--- src/rtl/ff_wnd_iter.sv ---
// Window iterator: walks a loaded bitmap from the least-significant set bit upward,
// emitting base + offset for each set bit over a valid/ready handshake.
module ff_wnd_iter #(
  parameter int WND_WIDTH     = 64,
  parameter int WND_IND_WIDTH = $clog2(WND_WIDTH),
  parameter int BASE_WIDTH    = 32
) (
  input  logic                  clk,
  input  logic                  rst_n,
  input  logic                  load_val,
  output logic                  load_rdy,
  input  logic [WND_WIDTH-1:0]  load_bitmap,
  input  logic [BASE_WIDTH-1:0] load_base,
  output logic                  out_val,
  input  logic                  out_rdy,
  output logic [BASE_WIDTH-1:0] out_ind,
  output logic                  out_last,
  output logic                  done,
  input  logic                  flush,
  output logic                  busy
);

  typedef enum logic [0:0] {
    IDLE = 1'b0,
    RUN  = 1'b1
  } state_t;

  state_t                  state_r;
  logic [WND_WIDTH-1:0]    rem_r;
  logic [BASE_WIDTH-1:0]   base_r;

  logic [WND_WIDTH-1:0]     src_bits_s;
  logic [BASE_WIDTH-1:0]    src_base_s;
  logic [WND_IND_WIDTH-1:0] ff_s;
  logic [WND_WIDTH-1:0]     next_rem_s;
  logic [BASE_WIDTH-1:0]    next_ind_s;
  logic                     hs_s;

  // Lowest set bit wins, matching the upstream find-first tree.
  function automatic logic [WND_IND_WIDTH-1:0] find_first(input logic [WND_WIDTH-1:0] bits);
    logic [WND_IND_WIDTH-1:0] idx;
    idx = '0;
    for (int i = WND_WIDTH - 1; i >= 0; i--) begin
      if (bits[i]) begin
        idx = WND_IND_WIDTH'(i);
      end else begin
        idx = idx;
      end
    end
    return idx;
  endfunction

  // Select the bitmap/base being searched: the incoming load in IDLE, the residue in RUN.
  always_comb begin
    src_bits_s = rem_r;
    src_base_s = base_r;
    if (state_r == IDLE) begin
      src_bits_s = load_bitmap;
      src_base_s = load_base;
    end else begin
      src_bits_s = rem_r;
      src_base_s = base_r;
    end
    ff_s       = find_first(src_bits_s);
    next_rem_s = src_bits_s & (src_bits_s - WND_WIDTH'(1));
    next_ind_s = src_base_s + BASE_WIDTH'(ff_s);
    hs_s       = out_val & out_rdy;
  end

  assign load_rdy = (state_r == IDLE);
  assign busy     = (state_r == RUN);

  // Iterator state and registered outputs; flush overrides load and handshake.
  always_ff @(posedge clk or negedge rst_n) begin
    if (!rst_n) begin
      state_r  <= IDLE;
      rem_r    <= '0;
      base_r   <= '0;
      out_val  <= 1'b0;
      out_ind  <= '0;
      out_last <= 1'b0;
      done     <= 1'b0;
    end else if (flush) begin
      state_r  <= IDLE;
      rem_r    <= '0;
      out_val  <= 1'b0;
      out_last <= 1'b0;
      done     <= 1'b0;
    end else begin
      done <= 1'b0;
      case (state_r)
        IDLE: begin
          if (load_val) begin
            if (|load_bitmap) begin
              state_r  <= RUN;
              base_r   <= load_base;
              rem_r    <= next_rem_s;
              out_val  <= 1'b1;
              out_ind  <= next_ind_s;
              out_last <= (next_rem_s == '0);
            end else begin
              done <= 1'b1;
            end
          end else begin
            state_r <= IDLE;
          end
        end
        RUN: begin
          if (hs_s) begin
            if (out_last) begin
              state_r  <= IDLE;
              out_val  <= 1'b0;
              out_last <= 1'b0;
              done     <= 1'b1;
            end else begin
              rem_r    <= next_rem_s;
              out_ind  <= next_ind_s;
              out_last <= (next_rem_s == '0);
            end
          end else begin
            state_r <= RUN;
          end
        end
        default: begin
          state_r  <= IDLE;
          rem_r    <= '0;
          out_val  <= 1'b0;
          out_last <= 1'b0;
        end
      endcase
    end
  end

endmodule

--- config.mk ---
export PLATFORM = sky130hd
export DESIGN_NAME = ff_wnd_iter
export DESIGN_NICKNAME = d
export VERILOG_FILES = /design/src/rtl/ff_wnd_iter.sv
export SDC_FILE = /design/constraint.sdc
export NUM_CORES = 1
export LEC_CHECK = 0
export BUFFER_PORTS_ARGS = -buffer_cell sky130_fd_sc_hd__buf_2
export CAP_MARGIN = 40
export CORE_MARGIN = 10
export CORE_UTILIZATION = 45
export DETAILED_ROUTE_END_ITERATION = 12
export GPL_TIMING_DRIVEN = 1
export PLACE_DENSITY = 0.67
export REMOVE_ABC_BUFFERS = 1
export SLEW_MARGIN = 20
export SYNTH_ARGS = -nofsm -noshare
export SYNTH_HDL_FRONTEND = slang
export SYNTH_SLANG_ARGS = --single-unit
--- constraint.sdc ---
create_clock -name clk -period 7.9 [get_ports clk]
set_input_delay 1.58 -clock clk [delete_from_list [all_inputs] [get_ports clk]]
set_output_delay 1.58 -clock clk [all_outputs]
set_load 0.01 [all_outputs]
==> results of run 1 <==
metal layers:
| metal | vias up | part of all wire, % |
|---|---|---|
| met5 | - | 0 |
| met1 | 4358 | 43 |
| met2 | 484 | 45 |
| li1 | 4286 | - |
| met3 | 39 | 9.8 |
| met4 | 0 | 2.1 |
worst min-delay path: cells and delay by family (launching register included):
kind	cells	cell delay [ns]
DFF	1	0.34
and+or+nand+nor	2	0.10
power by group:
group	switching (mW)	total [mW]	internal [mW]
Combinational	0.347	0.596	0.249
Sequential	0.0824	0.858	0.776
Clock	0.348	0.865	0.516
cells by family after synthesis:
group,synth area share (%)
AOI/OAI and AO/OA,22.8
xor gates and xnor gates,2.63
adders and majority gates,1.13
buffers and inverters,3.88
DFF,35.2
muxes,12.2
and+or+nand+nor,22.3
cell usage after synthesis (24+ instances only):
library cell | number | area share, %
nor2_1 | 68 | 2.7
dfrtp_1 | 131 | 35
nor3b_1 | 24 | 1.9
o21ai_0 | 91 | 4.9
mux2i_1 | 45 | 4.8
inv_1 | 26 | 1.0
a21oi_1 | 58 | 3.1
mux2_2 | 61 | 7.4
a32o_1 | 29 | 3.1
nor3_1 | 52 | 2.8
nor4_1 | 26 | 1.7
clkbuf_1 | 27 | 1.1
nand2_1 | 110 | 4.4
cell type report:
cell class,instances,area [µm²],area share [%]
Antenna cell,3,7.51,0.0687
Clock buffer,18,439,4.02
Clock inverter,14,189,1.73
Inverter,27,101,0.927
Multi-Input combinational cell,855,5710,52.2
Sequential cell,131,3280,30.0
Tap cell,270,338,3.09
Timing Repair Buffer,153,866,7.92
worst paths after layout:
kind / from / slack (ns) / cells after the start / to
max: busy$_DFF_PN0_ / 1.38 / 21 / out_ind[30]$_DFFE_PN0P_
min: out_ind[24]$_DFFE_PN0P_ / 0.47 / 2 / out_ind[24]$_DFFE_PN0P_
max reg2reg: busy$_DFF_PN0_ / 1.38 / 21 / out_ind[30]$_DFFE_PN0P_
min reg2reg: out_ind[24]$_DFFE_PN0P_ / 0.47 / 2 / out_ind[24]$_DFFE_PN0P_
max in group asynchronous: rst_n / 5.72 / 3 / rem_r[29]$_DFFE_PN0P_
min in group asynchronous: rst_n / 1.19 / 1 / rem_r[52]$_DFFE_PN0P_
sequential cells by signal, indices dropped and copies added, names as in the netlist:
name / flops
out_ind: 32
base_r: 32
busy: 1
out_last: 1
done: 1
rem_r: 63
out_val: 1
through the flow:
stage	setup slack (ns)	setup TNS, ns	total power [mW]	utilization [%]
5_1_grt	0.657	0	2.44	53.8
6_report	1.38	0	2.32	53.8
4_1_cts	1.42	0	2.33	53.7
3_5_place_dp	1.41	0	1.46	50.6
2_1_floorplan	-3.98	-308.73	1.24	-
3_3_place_gp	1.52	0	1.45	50.3
==> summary.txt, run 1 <==
Crit path DAT: 6.79 ns
Worst skew pair latency: 0.43 ns
Sequential cell area fraction in the yosys report: 35.2%
EDFF count, synth: 0
Post-CTS Hold Buffers: 0
Worst Hold Class: flip-flop to flip-flop
Starting density of the core: 45.9%
Placed insts: 1435
Most used cell, CP: o21ai_0
Post-cts resize count: 0
Die height: 164 µm
Post-route cell area: 10900 µm²
Core area: 20300 µm²
GRT Total Usage: 24.0%
Crit path kind: flip-flop to flip-flop
Fmax: 0.153 GHz
DR DRC count: 0
Global routing usage on met1: 32.8%
Layout Nets: 1293
Final hold violation count: 0
Max FO, Critical Path: 74
Worst VDD drop: 0.000128 V
CP Capture Type: flip-flop
DRT iter0 DRCs: 817
Grt peak-use layer: met2
Vias: 9167
Max_slew headroom: 41.8%
Leakage: 4.61 nW
CTS tree: done
CTS max path bufs: 2
Avg Cell Area, Syn: 8.73 µm²
Synthesized flop and latch total: 131
Global routing usage on met3: 6.06%
Syn Inst Count: 1068
# IOs: 138
Slew @ Worst Pin: 0.865 ns
Startpoint types: flip-flop
Largest net degree at the start of global routing: 101
Cell area after synthesis: 9330 µm²
Initial antenna violation count: 3
I/O Buffers: 137
TritonCTS buffer count: 17
Most used DFF post-synth: dfrtp_1
Total global routing overflow: 0
Library cells used by synthesis: 82
Clock skew: 0.0148 ns
Final Setup Violations: 0
Die ar.: 26900 µm²
Area grow syn2layout: 17.2%
H-tree Lvls: 4
Worst Hold Slack: 0.470 ns
1st-pass router iterations: 5
WL/cell: 22.1 µm
CP bufs+invs: 2
HPWL after DPL: 23800 µm
GPL Wtd Cong: 1.01
Routed WL: 32500 µm
Die Wd: 164 µm
Most frequent cells in the layout: buf_2 (137), dfrtp_1 (130), nand2_1 (110)
Most common cell after layout, fill and taps aside: buf_2
Part of the cycle the worst path needs: 82.6%
Max Cap Viol: 0
Max stage delay cell, worst path: dfrtp_4
Period minus WS final: 6.52 ns
# rows: 52
Power per cell area: 212 nW/µm²
Root buffer cell: clkbuf_16
Clock Sinks: 131
CP Cell Sequence: buf_4, mux2i_1, o31ai_1, o21ai_0, a2111oi_0, o211ai_1, nand2_1, a21oi_1, a21oi_1, ha_1, inv_1, fa_1, nor2b_1, o21ai_0, a21boi_0, o21ai_0, a2111oi_2, nand4_1, nor3_1, xor2_1, o21ai_0
Met2 GRT Util: 36.6%
First-pass GRT wire length: 50600 µm
Final cell count without fillers: 1471
Remaining antenna violation count: 0
Dpl cell area: 10300 µm²
RSZ-0062 raised after global routing: false
Vias per cell: 6.23
Fillers: 1928
Cell family with most CP delay: compound AO/OA/AOI/OAI gates
Postcts setup bufs: 0
Share of layout cells above drive strength 1: 23.0%
Synth warn: 0
Status: completed
Max Slew Vio Count: 0
Clock transition at the registers of the reported paths: 0.07 ns
Vias in the first global route: 8921
Worst path max stage delay: 0.94 ns
WP data required: 8.17 ns
Post-synth ARST share: 100%
(Power assumes the default switching activity.)
==> run 2, diff against run 1 <==
--- a/config.mk
+++ b/config.mk
@@ -5,13 +5,14 @@
 export SDC_FILE = /design/constraint.sdc
 export NUM_CORES = 1
 export LEC_CHECK = 0
+export ABC_AREA = 1
 export BUFFER_PORTS_ARGS = -buffer_cell sky130_fd_sc_hd__buf_2
 export CAP_MARGIN = 40
 export CORE_MARGIN = 10
 export CORE_UTILIZATION = 45
 export DETAILED_ROUTE_END_ITERATION = 12
 export GPL_TIMING_DRIVEN = 1
-export PLACE_DENSITY = 0.67
+export PLACE_DENSITY = 0.68
 export REMOVE_ABC_BUFFERS = 1
 export SLEW_MARGIN = 20
 export SYNTH_ARGS = -nofsm -noshare
==> constraint.sdc (replaced) <==
create_clock -name clk -period 6.7 [get_ports clk]
set_input_delay 1.34 -clock clk [delete_from_list [all_inputs] [get_ports clk]]
set_output_delay 1.34 -clock clk [all_outputs]
set_load 0.01 [all_outputs]
==> summary.txt, run 2 <==
Die Wd: 160 µm (-2.4%)
Worst skew pair latency: 0.42 ns (about the same)
First-pass GRT wire length: 41700 µm (-18%)
Clock Sinks: 131 (unchanged)
# IOs: 138 (unchanged)
Share of layout cells above drive strength 1: 31.2% (+8.3 points)
Sequential cell area fraction in the yosys report: 37.1% (+2.0 points)
Area grow syn2layout: 28.0%
CP bufs+invs: 19 (+17)
Cell taking the most area after synthesis: dfrtp_1
Total global routing overflow: 0 (unchanged)
Worst R2R Start: busy$_DFF_PN0_
Crit path DAT: 8.42 ns (+1.63 ns)
Max_slew headroom: 41.9% (+0.076 points)
Vias per cell: 4.95 (-21%)
WL/cell: 14.3 µm (-35%)
Core area: 19400 µm² (-4.4%)
Most common cell after layout, fill and taps aside: nand2_1
FF-to-FF path depth: 95 (+350%)
Most common library cells after synthesis: nand2_1 (307), inv_1 (196), dfrtp_1 (131)
Startpoint types: input port
WP data required: 7.05 ns (-1.12 ns)
Clock transition at the registers of the reported paths: 0.06 ns (about the same)
Layout Nets: 1587 (+23%)
Most used cell, CP: nand2_1
Max FO, Critical Path: 2 (-97%)
Power per cell area: 249 nW/µm² (+17%)
Starting density of the core: 45.5% (-0.45 points)
Place WS: -1.90 ns (-3.31 ns)
Most frequent cells in the layout: nand2_1 (297), inv_1 (193), buf_2 (134)
Worst path max stage delay: 0.36 ns (-0.58 ns)
Leading post-synthesis cells by cell area: dfrtp_1 (37%), nand2_1 (13%), inv_1 (8.3%), o21ai_0 (5.8%), nor2_1 (4.5%)
Post-synth ARST share: 100% (unchanged)
Post-CTS Hold Buffers: 0 (unchanged)
Initial antenna violation count: 3 (unchanged)
Max Slew Vio Count: 0 (unchanged)
CTS tree: done
Max stage delay cell, worst path: fa_2
RSZ-0062 raised after global routing: true
Vias in the first global route: 8627 (-3.3%)
Hold depth: 2 (unchanged)
Synthesized flop and latch total: 131 (unchanged)
Biggest register: rem_r
Final Setup Violations: 21 (+21)
Crit path kind: input port to flip-flop
Worst hold start: out_ind[15]$_DFFE_PN0P_
Violated checks: setup timing
# rows: 51 (-1.9%)
Top-area cell type share of the netlist area: 37.1% (+2.0 points)
Slew @ Worst Pin: 0.864 ns (-0.00114 ns)
Syn Inst Count: 1240 (+16%)
DR DRC count: 0 (unchanged)
GRT Total Usage: 19.5% (-4.5 points)
1st-pass router iterations: 5 (unchanged)
CP Capture Type: flip-flop
Cell area after synthesis: 8820 µm² (-5.4%)
Die height: 160 µm (-2.4%)
DRT iter0 DRCs: 444 (-46%)
H-tree Lvls: 4 (unchanged)
Final core utilization: 58.2% (+4.4 points)
Largest net degree at the start of global routing: 75 (-26%)
Worst Hold Slack: 0.471 ns (+0.000991 ns)
Top-count cell post-synth: nand2_1
Fmax: 0.124 GHz
Avg Cell Area, Syn: 7.12 µm² (-18%)
Library cells used by synthesis: 45 (-45%)
Synth warn: 0 (unchanged)
Die ar.: 25600 µm² (-4.7%)
Period minus WS final: 8.08 ns
TritonCTS buffer count: 17 (unchanged)
Part of the cycle the worst path needs: 121%
Routed WL: 25200 µm (-22%)
Worst Hold Class: flip-flop to flip-flop
Root buffer cell: clkbuf_16
Top flop regs: rem_r: 63 flops, base_r: 32 flops, out_ind: 32 flops
Vias: 8705 (-5.0%)
End of the worst hold path: out_ind[15]$_DFFE_PN0P_
Clock skew: 0.00724 ns (-0.00756 ns)
Max Cap Viol: 0 (unchanged)
CTS max path bufs: 2 (unchanged)
Worst reg2reg setup slack: -1.04 ns (-2.42 ns)
Remaining antenna violation count: 0 (unchanged)
Cell family with most CP delay: simple AND/OR/NAND/NOR gates
Status: finished with violations
RR Endpoint: out_ind[12]$_DFFE_PN0P_
Worst setup margin: -1.38 ns (-2.75 ns)
GPL Wtd Cong: 0.914 (-9.2%)
Max reg flops: 63 (unchanged)
EDFF count, synth: 0 (unchanged)
Worst VDD drop: 0.000192 V (+50%)
Leakage: 5.64 nW (+22%)
Most used DFF post-synth: dfrtp_1
HPWL after DPL: 18200 µm (-23%)
I/O Buffers: 137 (unchanged)
Final hold violation count: 0 (unchanged)
## run 2: cell types whose count changed in the layout (fill, tap and decap cells not counted), moves of 29 or more
cell / before / now
nor3_1: 52 / 6
o22ai_1: 14 / 54
nor2_1: 66 / 102
mux2_2: 61 / 24
a32o_1: 29 / 0
nand2_1: 110 / 297
mux2i_1: 45 / 9
buf_4: 10 / 117
inv_1: 26 / 193
inv_2: 0 / 41
a21oi_1: 58 / 22
## run 2: metal layers
layer  track usage (%)  vias up  share of wire [%]
li1                  -     4478                  -
met5                 0        -                  0
met4              7.26        0                2.1
met1              24.3     4027                 45
met3              3.44       33                4.1
met2              32.9      167                 49
## run 2: repair_timing
item / in CTS / in global routing
gates resized for setup: 35 / 31
setup buffers: 30 / 11
pin swaps: 25 / 29
endpoints found under the setup margin: 20 / 29
gates cloned: 0 / 0
## run 2: cell families (layout without fill, tap and decap cells)
logic type                 Yosys count  after routing  share of synthesized area, %
adders and majority gates            7              7                          1.08
buffers and inverters              278            530                          13.5
AOI/OAI and AO/OA                  235            235                          15.5
other                                0              3                             0
xor gates and xnor gates            15             15                          1.49
muxes                               33             33                          4.08
DFF                                131            131                          37.1
and+or+nand+nor                    541            541                          27.2
## run 2: final cells by class
class	instances	area, µm²
Tap cell	265	332
Clock buffer	17	425
Timing Repair Buffer	262	1690
Antenna cell	3	7.51
Sequential cell	131	3280
Inverter	236	888
Multi-Input combinational cell	831	4560
Fill cell	1898	8100
Clock inverter	15	120
## run 2: how the worst max path moves through the flow
stage / start / to / slack (ns) / depth (start not counted)
6_report: load_bitmap[61] / out_ind[12]$_DFFE_PN0P_ / -1.38 / 94
5_1_grt: load_bitmap[62] / out_ind[31]$_DFFE_PN0P_ / -2.34 / 93
4_1_cts: load_bitmap[62] / out_ind[31]$_DFFE_PN0P_ / -1.28 / 93
3_5_place_dp: load_bitmap[62] / out_ind[30]$_DFFE_PN0P_ / -1.90 / 89
3_3_place_gp: load_bitmap[62] / out_ind[28]$_DFFE_PN0P_ / -1.83 / 89
2_1_floorplan: busy$_DFF_PN0_ / out_ind[28]$_DFFE_PN0P_ / -3.86 / 83
## run 2: report_power, final
group | switching [mW] | internal [mW]
sequential | 0.0604 | 0.936
clock | 0.391 | 0.482
combinational | 0.557 | 0.383
total | 1.01 | 1.80
## run 2: through the flow
step                setup TNS (ns)  instances  power [mW]  instance area [µm²]
finish                      -19.46       1760        2.81                11300
global route                -41.61       1760        3.01                11300
CTS                         -17.97       1754        2.82                11200
detailed placement          -28.10       1693        1.91                10300
global placement            -26.95       1692        1.89                10300
floorplan                  -114.74       1198        1.57                 8520
## run 2: worst reg2reg max path, delay by kind of cell (launching register included)
family | cells | cell delay, ns
simple gates | 71 | 4.10
compound gates | 4 | 0.57
fa+ha+maj | 2 | 0.56
buf+inv | 18 | 1.97
flops | 1 | 0.50
